$ cat src/rtl/reg_dump_tx.sv
// reg_dump_tx
//   Snapshots a register set on request and streams it out one byte at a
//   time through a UART-style start/done handshake. Registers go out in
//   order reg0..reg(num_regs-1), each most-significant byte first.
//
// Ports
//   clk         single clock, rising edge
//   reset       synchronous, active-high
//   dump_start  one-cycle request; accepted only while idle
//   in_reg0..7  live register values (len_data bits each)
//   tx_done     one-cycle pulse from the transmitter: current byte sent
//   tx_start    one-cycle pulse: transmitter should send tx_data
//   tx_data     registered byte to transmit, held until tx_done
//   busy        high while a dump is in progress (SEND/WAIT/DONE)
//   dump_done   one-cycle pulse after the last byte is acknowledged
//
// The port list carries eight register inputs; num_regs selects how many
// of them (starting at in_reg0) form the dump, so num_regs must be <= 8.
module reg_dump_tx #(
   parameter int len_data = 32,
   parameter int num_regs = 8,
   parameter int len_byte = 8
) (
   input  logic                clk,
   input  logic                reset,
   input  logic                dump_start,
   input  logic [len_data-1:0] in_reg0,
   input  logic [len_data-1:0] in_reg1,
   input  logic [len_data-1:0] in_reg2,
   input  logic [len_data-1:0] in_reg3,
   input  logic [len_data-1:0] in_reg4,
   input  logic [len_data-1:0] in_reg5,
   input  logic [len_data-1:0] in_reg6,
   input  logic [len_data-1:0] in_reg7,
   input  logic                tx_done,
   output logic                tx_start,
   output logic [len_byte-1:0] tx_data,
   output logic                busy,
   output logic                dump_done
);

   localparam int TOTAL     = num_regs * len_data;
   localparam int NUM_BYTES = TOTAL / len_byte;
   localparam int CNT_W     = $clog2(NUM_BYTES);
   localparam logic [CNT_W-1:0] LAST = CNT_W'(NUM_BYTES - 1);

   typedef enum logic [1:0] {
      IDLE,
      SEND,
      WAIT,
      DONE
   } state_t;

   state_t             state;
   state_t             state_nxt;
   logic [CNT_W-1:0]   byte_cnt;
   logic [TOTAL-1:0]   snapshot;
   logic [8*len_data-1:0] all_in;
   logic [TOTAL-1:0]   flat_in;

   // reg0 sits in the most-significant position so that byte k of the
   // stream is simply the k-th byte counted from the top of the vector.
   assign all_in  = {in_reg0, in_reg1, in_reg2, in_reg3,
                     in_reg4, in_reg5, in_reg6, in_reg7};
   assign flat_in = all_in[8*len_data-1 -: TOTAL];

   function automatic logic [len_byte-1:0] pick_byte(
      input logic [TOTAL-1:0] flat,
      input logic [CNT_W-1:0] idx
   );
      logic [TOTAL-1:0] shifted;
      shifted = flat << (len_byte * int'(idx));
      return shifted[TOTAL-1 -: len_byte];
   endfunction

   always_ff @(posedge clk) begin
      if (reset) state <= IDLE;
      else       state <= state_nxt;
   end

   always_comb begin
      state_nxt = state;
      tx_start  = 1'b0;
      busy      = 1'b0;
      dump_done = 1'b0;
      case (state)
         IDLE: begin
            if (dump_start) state_nxt = SEND;
         end
         SEND: begin
            tx_start  = 1'b1;
            busy      = 1'b1;
            state_nxt = WAIT;
         end
         WAIT: begin
            busy = 1'b1;
            if (tx_done) state_nxt = (byte_cnt == LAST) ? DONE : SEND;
         end
         DONE: begin
            busy      = 1'b1;
            dump_done = 1'b1;
            state_nxt = IDLE;
         end
         default: state_nxt = IDLE;
      endcase
   end

   // tx_data is loaded on the edge that enters SEND, so it is already valid
   // while tx_start is high. Byte 0 comes straight from the inputs because
   // the snapshot is being written on that same edge.
   always_ff @(posedge clk) begin
      if (reset) begin
         byte_cnt <= '0;
         snapshot <= '0;
         tx_data  <= '0;
      end else begin
         case (state)
            IDLE: begin
               if (dump_start) begin
                  snapshot <= flat_in;
                  byte_cnt <= '0;
                  tx_data  <= pick_byte(flat_in, '0);
               end
            end
            WAIT: begin
               if (tx_done && (byte_cnt != LAST)) begin
                  byte_cnt <= byte_cnt + CNT_W'(1);
                  tx_data  <= pick_byte(snapshot, byte_cnt + CNT_W'(1));
               end
            end
            default: ;
         endcase
      end
   end

endmodule

$ cat config.mk
export PLATFORM = sky130hd
export DESIGN_NAME = reg_dump_tx
export DESIGN_NICKNAME = d
export VERILOG_FILES = /design/src/rtl/reg_dump_tx.sv
export SDC_FILE = /design/constraint.sdc
export NUM_CORES = 1
export LEC_CHECK = 0
export CORE_UTILIZATION = 38
export CTS_CLUSTER_SIZE = 25
export DETAILED_ROUTE_END_ITERATION = 8
export DONT_BUFFER_PORTS = 1
export PLACE_DENSITY = 0.59
export SLEW_MARGIN = 25
export SYNTH_ARGS = -nofsm -noshare
export SYNTH_HDL_FRONTEND = slang
export SYNTH_SLANG_ARGS = --single-unit
$ cat constraint.sdc
create_clock -name clk -period 3.7 [get_ports clk]
set_input_delay 0.74 -clock clk [delete_from_list [all_inputs] [get_ports clk]]
set_output_delay 0.74 -clock clk [all_outputs]
set_load 0.02 [all_outputs]
# After elaboration in Yosys (flattened, before gate mapping)
# Cells that the tools add are included.
# totals
ff_bits	271
input_bits	260
out_inout_bits	11
word_cells	34
# op_classes
n_addsub	1
n_eq_ne	8
shifts	1
mux	13
reduce_logical	7
# ops
cell	n
256-bit by 8-bit << shifter with 256-bit output	1
8-bit two-way mux	2
8-bit case mux with 2 select lines	1
5-bit two-way mux	2
5-bit case mux with 2 select lines	1
2-bit case mux with 4 select lines	1
2-bit two-way mux	3
2-bit inequality test (second input constant)	3
5-bit by 1-bit adder with 5-bit output (second input constant)	1
5-bit equality test (second input constant)	1
5-bit inequality test (second input constant)	1
2-bit equality test (second input constant)	2
2-bit AND reduction	2
1-bit two-way mux	3
3-bit AND reduction	1
3-bit OR reduction	1
2-bit by 1-bit equality test with 1-bit output (second input constant)	1
2-bit logical NOT	1
2-bit nonzero test	1
1-bit logical AND	1

# Depth between registers and ports, before layout
# Gate-level depths: netlist (run 1).
# depth
depth_word	4
mapped_depth	10
mapped_depth_nobuf	8

# Worst setup path after synthesis (run 1)
# No wires, ideal clock.
# synth_path
path_kind	reg2reg
startpoint	register byte_cnt[0]
endpoint	register tx_data[2]
setup_ns	0.092
t_arrival_ns	1.951
required_ns	3.608
slack_ns	1.658
stages_incl_launch_ff	10
path_buffers	1
period_less_slack_ns	2.042
cell_sequence	dfxtp_1 > ha_1 > and3_1 > ha_1 > nor3b_2 > clkbuf_1 > nand3_1 > nand4_1 > nor3_2 > nor4_1
# synth_via
elab_chain_len	4
elab_cells_between_ends	8
cone_classes	add/sub: 1; eq/ne: 2; shift: 1; mux: 2; reduce/logical: 2
# synth_lines
item	line	rtl
start, declared	56	logic [CNT_W-1:0] byte_cnt;
start signal, assigned	127	byte_cnt <= byte_cnt + CNT_W'(1);
5-bit by 1-bit adder with 5-bit output / 5-bit inequality test (equally long branches)	128, 126	
256-bit by 8-bit << shifter with 256-bit output / 1-bit logical AND (equally long branches)	72, 126	
8-bit two-way mux / 2-bit inequality test (equally long branches)	--	
8-bit case mux with 2 select lines / 3-bit AND reduction (equally long branches)	--	
end signal, assigned	122	tx_data <= pick_byte(flat_in, '0);
end signal, assigned	128	tx_data <= pick_byte(snapshot, byte_cnt + CNT_W'(1));
end, declared	37	output logic [len_byte-1:0] tx_data,
# Parallel ways exist; a longest one is shown, timed or not. The select of a mux whose other input is x is not followed.
# A chain may end at the register's enable or synchronous reset.

# Worst setup path after layout (run 1)
# layout_path
startpoint	register byte_cnt[1]
endpoint	register tx_data[7]
# The elaborated chain is that of the path after synthesis.

==> impl_metrics.env, run 1 <==
export IMPL_die_y_um=177
export IMPL_worst_pin_slew_ns=0.864
export IMPL_start_util_pct=39.0
export IMPL_synth_flop_cell="dfxtp_1"
export IMPL_ys_warnings_count=0
export IMPL_cp_end_kind="flip-flop"
export IMPL_grt_util_all_layers_pct=22.2
export IMPL_area_growth_pct=10.3
export IMPL_crit_path_start_kind="flip-flop"
export IMPL_multiInputGateArea_um2=5680
export IMPL_cap_violations=0
export IMPL_powerDensity_nw_per_um2=549
export IMPL_crit_required_ns=4.14
export IMPL_cts_path_max_buffers=3
export IMPL_yosysSeqAreaShare_pct=46.5
export IMPL_gp_congestion=0.869
export IMPL_cts_max_level=1
export IMPL_yosys_area_top_type="dfxtp_1"
export IMPL_synth_edff_count=0
export IMPL_chipWidth_um=177
export IMPL_io_buffers=0
export IMPL_layout_drive_gt1_share_pct=10.8
export IMPL_r2r_slack_ns=1.10
export IMPL_crit_path_cell_trace="ha_4 > and3_1 > ha_1 > nand3b_1 > a21oi_2 > o21ai_0 > nor3_1 > nor4_2"
export IMPL_cts_resized=0
export IMPL_fmax_mhz=384
export IMPL_max_stage_delay_ns=0.70
export IMPL_rsz0062_at_grt="no"
export IMPL_pre_cts_ws_ns=1.15
export IMPL_die_area_um2=31400
export IMPL_synth_area_um2=11700
export IMPL_hold_path_endpoint="snapshot[6]$_SDFFE_PP0P_"
export IMPL_grt_pass1_vias=9105
export IMPL_grt_overflow=0
export IMPL_nNetsFinal=1580
export IMPL_finalPower_mw=7.07
export IMPL_post_cts_buffers=0
export IMPL_ys_ff_latch=271
export IMPL_yosysUniqueCellTypes=36
export IMPL_holdPathStages=1
export IMPL_clock_latency_ns=0.56
export IMPL_dr_pass1_iters=4
export IMPL_hold_buffers=0
export IMPL_vias=9420
export IMPL_utilization_pct=43.0
export IMPL_cp_slowest_cell="a21oi_2"
export IMPL_dp_hpwl_um=24300
export IMPL_grt_max_degree=272
export IMPL_numCtsBuffers=30
export IMPL_r2r_start="byte_cnt[1]$_SDFFE_PP0P_"
export IMPL_yosys_top_cells_area="dfxtp_1, nand2_1, mux4_2"
export IMPL_drt_iter0_drc=586
export IMPL_pin_count=271
export IMPL_hold_class="input port to flip-flop"
export IMPL_cp_arrival_ns=3.05
export IMPL_fin_crit_sh_pct=70.4
export IMPL_synth_top_area_share_pct=46.5
export IMPL_cts_root_buf="clkbuf_16"
export IMPL_async_flop_share_pct=0
export IMPL_synth_cells=1394
export IMPL_final_setup_skew_ns=0.00840
export IMPL_routed_wl_um=35600
export IMPL_viasPerCell=5.44
export IMPL_hold_viol=0
export IMPL_clk_pin_slew_ns=0.06
export IMPL_finalWorstSetupSlack_ns=1.10
export IMPL_reg2reg_depth=8
export IMPL_holdCritStartpoint="reset"
export IMPL_cts_tree="done"
export IMPL_avgSynthCellArea_um2=8.37
export IMPL_core_area_um2=30000
export IMPL_antenna_left=0
export IMPL_area_sequential_um2=5430
export IMPL_min_period_ns=2.60
export IMPL_crit_fanout=19
export IMPL_status="completed"
export IMPL_grt_pass1_wl_um=53500
export IMPL_num_rows=63
export IMPL_peakVddDrop_mv=0.397
export IMPL_n_fill_cell=3030
export IMPL_layout_cells_non_filler=1733
export IMPL_r2r_end="tx_data[7]$_SDFFE_PP0P_"
export IMPL_power_leakage_nw=4.54
export IMPL_dpl_cell_count=1676
export IMPL_fin_setup_tns_ns=0
export IMPL_drc=0
export IMPL_maxSlewHeadroom_pct=42.4
export IMPL_setup_viol_count_final=0
export IMPL_crit_type="flip-flop to flip-flop"
export IMPL_antenna_found_initial=8
export IMPL_synth_most_common_cell="nand2_1"
export IMPL_synth_common_cells="nand2_1, dfxtp_1, a21oi_1"
export IMPL_cts_sinks=271
export IMPL_slew_viol_final=0
export IMPL_post_drt_wl_per_cell_um=20.5
export IMPL_syn_num_nets=1656
==> logic make-up after synthesis <==
kind of cell	Yosys count	share of synthesized area, %
AND/OR/NAND/NOR	650	23.3
adder cells (fa/ha/maj)	2	0.214
AO/OA/AOI/OAI	274	11.8
XOR/XNOR	4	0.525
buffers and inverters	129	5.29
multiplexers	64	12.4
flip-flops	271	46.5
==> cells in the final DEF (no fill, tap or decap), types with 2 or more instances in the layout <==
cell	instances
nand2_1	517
dfxtp_1	270
a21oi_1	262
nand3_1	65
mux4_2	63
clkbuf_16	31
nand4_1	16
nor2_1	12
nor3_1	10
inv_1	9
o21ai_0	9
clkbuf_8	9
nor3_2	6
buf_12	6
diode_2	5
nor4_2	5
clkbuf_1	5
buf_4	5
bufinv_16	4
nor2b_1	3
nor4_1	3
and3_1	2
nand2b_1	2
nor3b_1	2
==> state kept, by name (all words and copies together) (netlist names) <==
| name | cells |
|---|---|
| byte_cnt | 5 |
| state | 2 |
| tx_data | 8 |
| snapshot | 256 |
==> worst max path at each step <==
stage	startpoint	to	slack, ns	cells past startpoint
finish	byte_cnt[1]$_SDFFE_PP0P_	tx_data[7]$_SDFFE_PP0P_	1.10	8
global route	byte_cnt[1]$_SDFFE_PP0P_	tx_data[5]$_SDFFE_PP0P_	0.88	8
CTS	byte_cnt[1]$_SDFFE_PP0P_	tx_data[7]$_SDFFE_PP0P_	1.14	8
detailed placement	byte_cnt[1]$_SDFFE_PP0P_	tx_data[7]$_SDFFE_PP0P_	1.15	8
global placement	byte_cnt[1]$_SDFFE_PP0P_	tx_data[3]$_SDFFE_PP0P_	0.74	6
floorplan	byte_cnt[0]$_SDFFE_PP0P_	tx_data[2]$_SDFFE_PP0P_	1.66	9
==> critical path, delay by kind of cell (launching register included) <==
kind	cells	cell delay (ns)
AO/OA/AOI/OAI	2	1.06
adder cells (fa/ha/maj)	2	0.39
AND/OR/NAND/NOR	4	0.69
flip-flops	1	0.35
==> layer usage <==
layer	vias to the layer above	wire [um]	global-route usage, %	share of wire [%]
met3	53	3990	9.41	11
met5	-	42	0	0.12
met4	6	684	5.32	1.9
met1	4489	14500	27.8	41
met2	312	16300	35.3	46
li1	4560	-	-	-
==> layout make-up <==
type / instances / share of cell area [%]
Antenna cell: 5 / 0.0972
Inverter: 9 / 0.262
Clock buffer: 45 / 7.13
Clock inverter: 7 / 1.09
Timing Repair Buffer: 12 / 1.34
Multi-Input combinational cell: 994 / 44.1
Tap cell: 390 / 3.79
Sequential cell: 271 / 42.2
==> report_power, final <==
group / internal (mW) / switching [mW] / leakage, nW
Combinational: 0.250 / 0.383 / 1.79
Clock: 1.97 / 1.20 / 0.522
Sequential: 3.12 / 0.138 / 2.23
==> metrics by stage <==
stage | cell area [um^2] | hold WS [ns]
after floorplan | 11700 | 0.432
final | 12900 | 0.255
after CTS | 12900 | 0.241
after global routing | 12900 | 0.233
after global placement | 11800 | 0.434
after detailed placement | 11800 | 0.440
(Power assumes the default switching activity.)
==> inputs of run 2 (changes only) <==
==> constraint.sdc (replaced) <==
create_clock -name clk -period 2.6 [get_ports clk]
set_input_delay 0.52 -clock clk [delete_from_list [all_inputs] [get_ports clk]]
set_output_delay 0.52 -clock clk [all_outputs]
set_load 0.02 [all_outputs]
==> run 2 against run 1 <==
Net effect:
- global-route usage decreased by 1.4 points
- register-to-register slack got worse by 0.78 ns
- critical path depth increased by 1
- cell area increased by 0.48%
- total power increased by 39%
==> impl_metrics.env, run 2 (same netlist as run 1, synthesis figures left out) <==
export IMPL_dpl_cell_count=1688
export IMPL_worst_pin_slew_ns=1.04
export IMPL_antenna_found_initial=2
export IMPL_numCtsBuffers=30
export IMPL_startpoint="byte_cnt[0]$_SDFFE_PP0P_"
export IMPL_chipWidth_um=177
export IMPL_post_drt_wl_per_cell_um=19.5
export IMPL_fin_crit_sh_pct=87.9
export IMPL_crit_path_start_kind="flip-flop"
export IMPL_grt_pass1_wl_um=49900
export IMPL_grt_util_all_layers_pct=20.9
export IMPL_clock_latency_ns=0.58
export IMPL_layout_cells_non_filler=1744
export IMPL_power_frac_comb_pct=10.0
export IMPL_crit_fanout=33
export IMPL_mostFrequentLayoutCell="nand2_1"
export IMPL_io_buffers=0
export IMPL_min_period_ns=2.29
export IMPL_clk_pin_slew_ns=0.06
export IMPL_pin_count=271
export IMPL_drt_iter0_drc=712
export IMPL_grt_max_degree=272
export IMPL_layout_drive_gt1_share_pct=11.7
export IMPL_fin_setup_tns_ns=0
export IMPL_dp_hpwl_um=23600
export IMPL_hold_viol=0
export IMPL_peakVddDrop_mv=0.547
export IMPL_finalWorstSetupSlack_ns=0.314
export IMPL_holdPathStages=1
export IMPL_p_int_mw=7.26
export IMPL_cp_slowest_cell="dfxtp_4"
export IMPL_use_met1_pct=28.4
export IMPL_antenna_left=0
export IMPL_nNetsFinal=1595
export IMPL_num_rows=63
export IMPL_r2r_end="tx_data[4]$_SDFFE_PP0P_"
export IMPL_vias=9377
export IMPL_p_clk_share_pct=42.9
export IMPL_dr_pass1_iters=5
export IMPL_cts_tree="done"
export IMPL_die_y_um=177
export IMPL_hold_class="input port to flip-flop"
export IMPL_switchingPower_mw=2.53
export IMPL_r2r_slack_ns=0.31
export IMPL_crit_required_ns=3.07
export IMPL_r2r_start="byte_cnt[0]$_SDFFE_PP0P_"
export IMPL_largest_register_ffs=256
export IMPL_area_growth_pct=10.9
export IMPL_powerDensity_nw_per_um2=757
export IMPL_grt_met3_usage_pct=4.85
export IMPL_n_fill_cell=2997
export IMPL_routed_wl_um=34000
export IMPL_grt_pass1_vias=8702
export IMPL_reg_top3="snapshot: 256 flops, tx_data: 8 flops, byte_cnt: 5 flops"
export IMPL_cts_max_level=1
export IMPL_power_frac_seq_pct=47.1
export IMPL_core_area_um2=30000
export IMPL_grt_met2_usage_pct=32.8
export IMPL_die_area_um2=31400
export IMPL_crit_type="flip-flop to flip-flop"
export IMPL_fmax_mhz=437
export IMPL_final_cell_mix="nand2_1, dfxtp_1, a21oi_1, nand3_1, mux4_2"
export IMPL_rsz0062_at_grt="no"
export IMPL_slew_viol_final=0
export IMPL_post_cts_buffers=0
export IMPL_multiInputGateArea_um2=5670
export IMPL_cp_end_kind="flip-flop"
export IMPL_area_sequential_um2=5430
export IMPL_status="completed"
export IMPL_start_util_pct=39.0
export IMPL_setup_viol_count_final=0
export IMPL_drc=0
export IMPL_cts_resized=0
export IMPL_endpoint="tx_data[4]$_SDFFE_PP0P_"
export IMPL_hold_buffers=0
export IMPL_power_leakage_nw=4.58
export IMPL_crit_path_cell_trace="ha_4 > and3_1 > ha_1 > and3b_1 > buf_4 > nand3_1 > nand4_1 > nor3_1 > nor4_1"
export IMPL_final_setup_skew_ns=0.0224
export IMPL_pre_cts_ws_ns=0.349
export IMPL_grt_busiest_layer="met2"
export IMPL_cts_path_max_buffers=3
export IMPL_max_stage_delay_ns=0.36
export IMPL_grt_overflow=0
export IMPL_gp_congestion=0.821
export IMPL_sw_frac_of_total_pct=25.9
export IMPL_cts_root_buf="clkbuf_16"
export IMPL_cp_arrival_ns=2.75
export IMPL_regMostFlops="snapshot"
export IMPL_reg2reg_depth=9
export IMPL_viasPerCell=5.38
export IMPL_maxSlewHeadroom_pct=30.5
export IMPL_cap_violations=0
export IMPL_cts_sinks=271
-- run 2: final cells by class --
type / count / share of cell area [%]
diodes: 2 / 0.0387
inverters: 9 / 0.261
well taps: 390 / 3.77
flip-flops and latches: 271 / 42.0
multi-input cells: 994 / 43.8
repair buffers: 27 / 2.49
clock buffers: 40 / 6.71
clock inverters: 11 / 0.928
-- run 2: metrics by stage --
| stage | hold slack, ns | area [um^2] | total power [mW] | utilization, % |
|---|---|---|---|---|
| 2_1_floorplan | 0.432 | 11700 | 5.43 | - |
| 3_3_place_gp | 0.434 | 11900 | 5.65 | 39.8 |
| 3_5_place_dp | 0.439 | 11900 | 5.68 | 39.8 |
| 4_1_cts | 0.00289 | 12900 | 9.87 | 43.1 |
| 5_1_grt | 0.00728 | 12900 | 10.2 | 43.2 |
| 6_report | 0.0440 | 12900 | 9.80 | 43.2 |
-- run 2: worst min-delay path by stage --
stage,start,end
final,reset,snapshot[6]$_SDFFE_PP0P_
after global routing,reset,snapshot[2]$_SDFFE_PP0P_
after CTS,reset,snapshot[15]$_SDFFE_PP0P_
after detailed placement,snapshot[96]$_SDFFE_PP0P_,snapshot[96]$_SDFFE_PP0P_
after global placement,snapshot[22]$_SDFFE_PP0P_,snapshot[22]$_SDFFE_PP0P_
after floorplan,snapshot[154]$_SDFFE_PP0P_,snapshot[154]$_SDFFE_PP0P_
-- run 2: power by group through the flow --
stage                     Combinational, mW  Clock (mW)  Sequential [mW]
final                                 0.977        4.20             4.61
after global routing                   1.09        4.45             4.64
after CTS                             0.979        4.28             4.61
after detailed placement              0.977           0             4.70
after global placement                0.961           0             4.69
after floorplan                       0.798           0             4.63
-- run 2: worst max-delay path: cells and delay by family, from the launching register on --
kind          cells  cell delay [ns]
buf+inv           1             0.34
flops             1             0.36
simple gates      6             0.99
fa+ha+maj         2             0.50
-- run 2: per-layer routing --
layer  vias to the layer above  routed length [um]
met4                         0                 804
met1                      4418               14800
met2                       312               15400
met3                        52                2890
met5                         -                   0
li1                       4595                   -
==> inputs of run 3 (changes only) <==
--- a/config.mk
+++ b/config.mk
@@ -5,6 +5,7 @@
 export SDC_FILE = /design/constraint.sdc
 export NUM_CORES = 1
 export LEC_CHECK = 0
+export CORE_MARGIN = 2
 export CORE_UTILIZATION = 38
 export CTS_CLUSTER_SIZE = 25
 export DETAILED_ROUTE_END_ITERATION = 8
@@ -14,3 +15,4 @@
 export SYNTH_ARGS = -nofsm -noshare
 export SYNTH_HDL_FRONTEND = slang
 export SYNTH_SLANG_ARGS = --single-unit
+export TNS_END_PERCENT = 10
==> run 3 against run 2 <==
Net effect:
- largest cell class unchanged
- combinational power decreased by 4.0%
- first-iteration DRC count is 8.8% higher
- sequential power is essentially flat
- fmax shrank 0.71%
- critical path type unchanged
==> impl_metrics.env, run 3 (same netlist as run 1, synthesis figures left out) <==
export IMPL_powerDensity_nw_per_um2=797
export IMPL_dr_pass1_iters=5
export IMPL_grt_max_degree=272
export IMPL_chipWidth_um=179
export IMPL_viasPerCell=5.44
export IMPL_setup_viol_count_final=0
export IMPL_multiInputGateArea_um2=5670
export IMPL_hold_class="input port to flip-flop"
export IMPL_io_buffers=0
export IMPL_die_area_um2=32100
export IMPL_antenna_left=0
export IMPL_core_area_um2=30400
export IMPL_drt_iter0_drc=775
export IMPL_grt_overflow=0
export IMPL_area_growth_pct=11.4
export IMPL_grt_pass1_vias=8881
export IMPL_gp_congestion=0.858
export IMPL_post_drt_wl_per_cell_um=19.9
export IMPL_cap_violations=0
export IMPL_max_stage_delay_ns=0.50
export IMPL_nNetsFinal=1586
export IMPL_min_period_ns=2.30
export IMPL_dpl_cell_count=1688
export IMPL_layout_drive_gt1_share_pct=11.6
export IMPL_area_sequential_um2=5430
export IMPL_crit_required_ns=3.04
export IMPL_drc=0
export IMPL_critPathTopFamily="simple AND/OR/NAND/NOR gates"
export IMPL_cts_tree="done"
export IMPL_antenna_found_initial=4
export IMPL_peakVddDrop_mv=0.546
export IMPL_cp_arrival_ns=2.74
export IMPL_num_rows=64
export IMPL_largest_register_ffs=256
export IMPL_grt_util_all_layers_pct=21.0
export IMPL_regMostFlops="snapshot"
export IMPL_grt_pass1_wl_um=51300
export IMPL_clk_pin_slew_ns=0.06
export IMPL_dp_hpwl_um=25000
export IMPL_crit_path_cell_trace="ha_4 > buf_4 > mux4_2 > nand3_1 > nand4_1 > nor3_1 > nor4_2"
export IMPL_n_fill_cell=3042
export IMPL_power_leakage_nw=4.61
export IMPL_cts_sinks=271
export IMPL_mostFrequentLayoutCell="nand2_1"
export IMPL_cts_max_level=1
export IMPL_layout_cells_non_filler=1746
export IMPL_cts_path_max_buffers=3
export IMPL_cp_num_buf_inv=1
export IMPL_crit_fanout=21
export IMPL_numCtsBuffers=30
export IMPL_post_cts_buffers=0
export IMPL_final_cell_mix="nand2_1, dfxtp_1, a21oi_1, nand3_1, mux4_2"
export IMPL_finalPower_mw=10.4
export IMPL_fin_crit_sh_pct=88.5
export IMPL_cts_root_buf="clkbuf_16"
export IMPL_maxSlewHeadroom_pct=62.6
export IMPL_pin_count=271
export IMPL_die_y_um=179
export IMPL_hold_buffers=0
export IMPL_reg_top3="snapshot: 256 flops, tx_data: 8 flops, byte_cnt: 5 flops"
export IMPL_holdWs_ns=0.0183
export IMPL_cp_end_kind="flip-flop"
export IMPL_start_util_pct=38.4
export IMPL_hold_viol=0
export IMPL_crit_type="flip-flop to flip-flop"
export IMPL_status="completed"
export IMPL_fmax_mhz=434
export IMPL_vias=9501
export IMPL_fin_setup_tns_ns=0
export IMPL_clock_latency_ns=0.57
export IMPL_cp_slowest_cell="ha_4"
export IMPL_final_setup_skew_ns=0.0220
export IMPL_worst_pin_slew_ns=0.562
export IMPL_rsz0062_at_grt="no"
export IMPL_slew_viol_final=0
export IMPL_routed_wl_um=34800
export IMPL_cts_resized=0
export IMPL_crit_path_start_kind="flip-flop"
[run 3: final timing paths]
kind / depth (start not counted) / startpoint / slack (ns) / to
worst max-delay path: 7 / byte_cnt[1]$_SDFFE_PP0P_ / 0.30 / tx_data[1]$_SDFFE_PP0P_
worst min-delay path: 1 / reset / 0.02 / snapshot[30]$_SDFFE_PP0P_
worst max register to register: 7 / byte_cnt[1]$_SDFFE_PP0P_ / 0.30 / tx_data[1]$_SDFFE_PP0P_
worst min register to register: 2 / snapshot[197]$_SDFFE_PP0P_ / 0.45 / snapshot[197]$_SDFFE_PP0P_
[run 3: worst register-to-register path: stages, from the launching register on]
cell and delay (ns):
dfxtp_1 0.35, ha_4 0.50, buf_4 0.35, mux4_2 0.36
nand3_1 0.11, nand4_1 0.18, nor3_1 0.27, nor4_2 0.07
[run 3: report_power, final]
group          leakage [nW]  internal (mW)  total [mW]  switching, mW
logic                  1.82          0.366       0.938          0.571
clock network         0.562           3.01        4.78           1.77
registers              2.23           4.44        4.64          0.204
total                  4.61           7.82        10.4           2.54
[run 3: through the flow]
stage / utilization [%] / area (um^2) / setup WS (ns)
2_1_floorplan: - / 11700 / 0.558
3_3_place_gp: 39.0 / 11900 / 0.386
3_5_place_dp: 39.0 / 11900 / 0.323
4_1_cts: 42.7 / 13000 / 0.302
5_1_grt: 42.7 / 13000 / 0.173
6_report: 42.7 / 13000 / 0.298
[run 3: layout make-up]
class	instances	area share [%]
inverters	9	0.260
well taps	396	3.81
clock buffers	39	6.58
repair buffers	18	1.71
clock inverters	17	2.19
multi-input cells	994	43.6
diodes	2	0.0385
flip-flops and latches	271	41.8
[run 3: routing by layer]
metal  part of all wire [%]  up-vias  track usage (%)
met4                    2.3        4             5.21
met5                  0.072        -                0
met3                     10       50             6.89
li1                       -     4580                -
met2                     45      356             33.1
met1                     42     4511             27.8
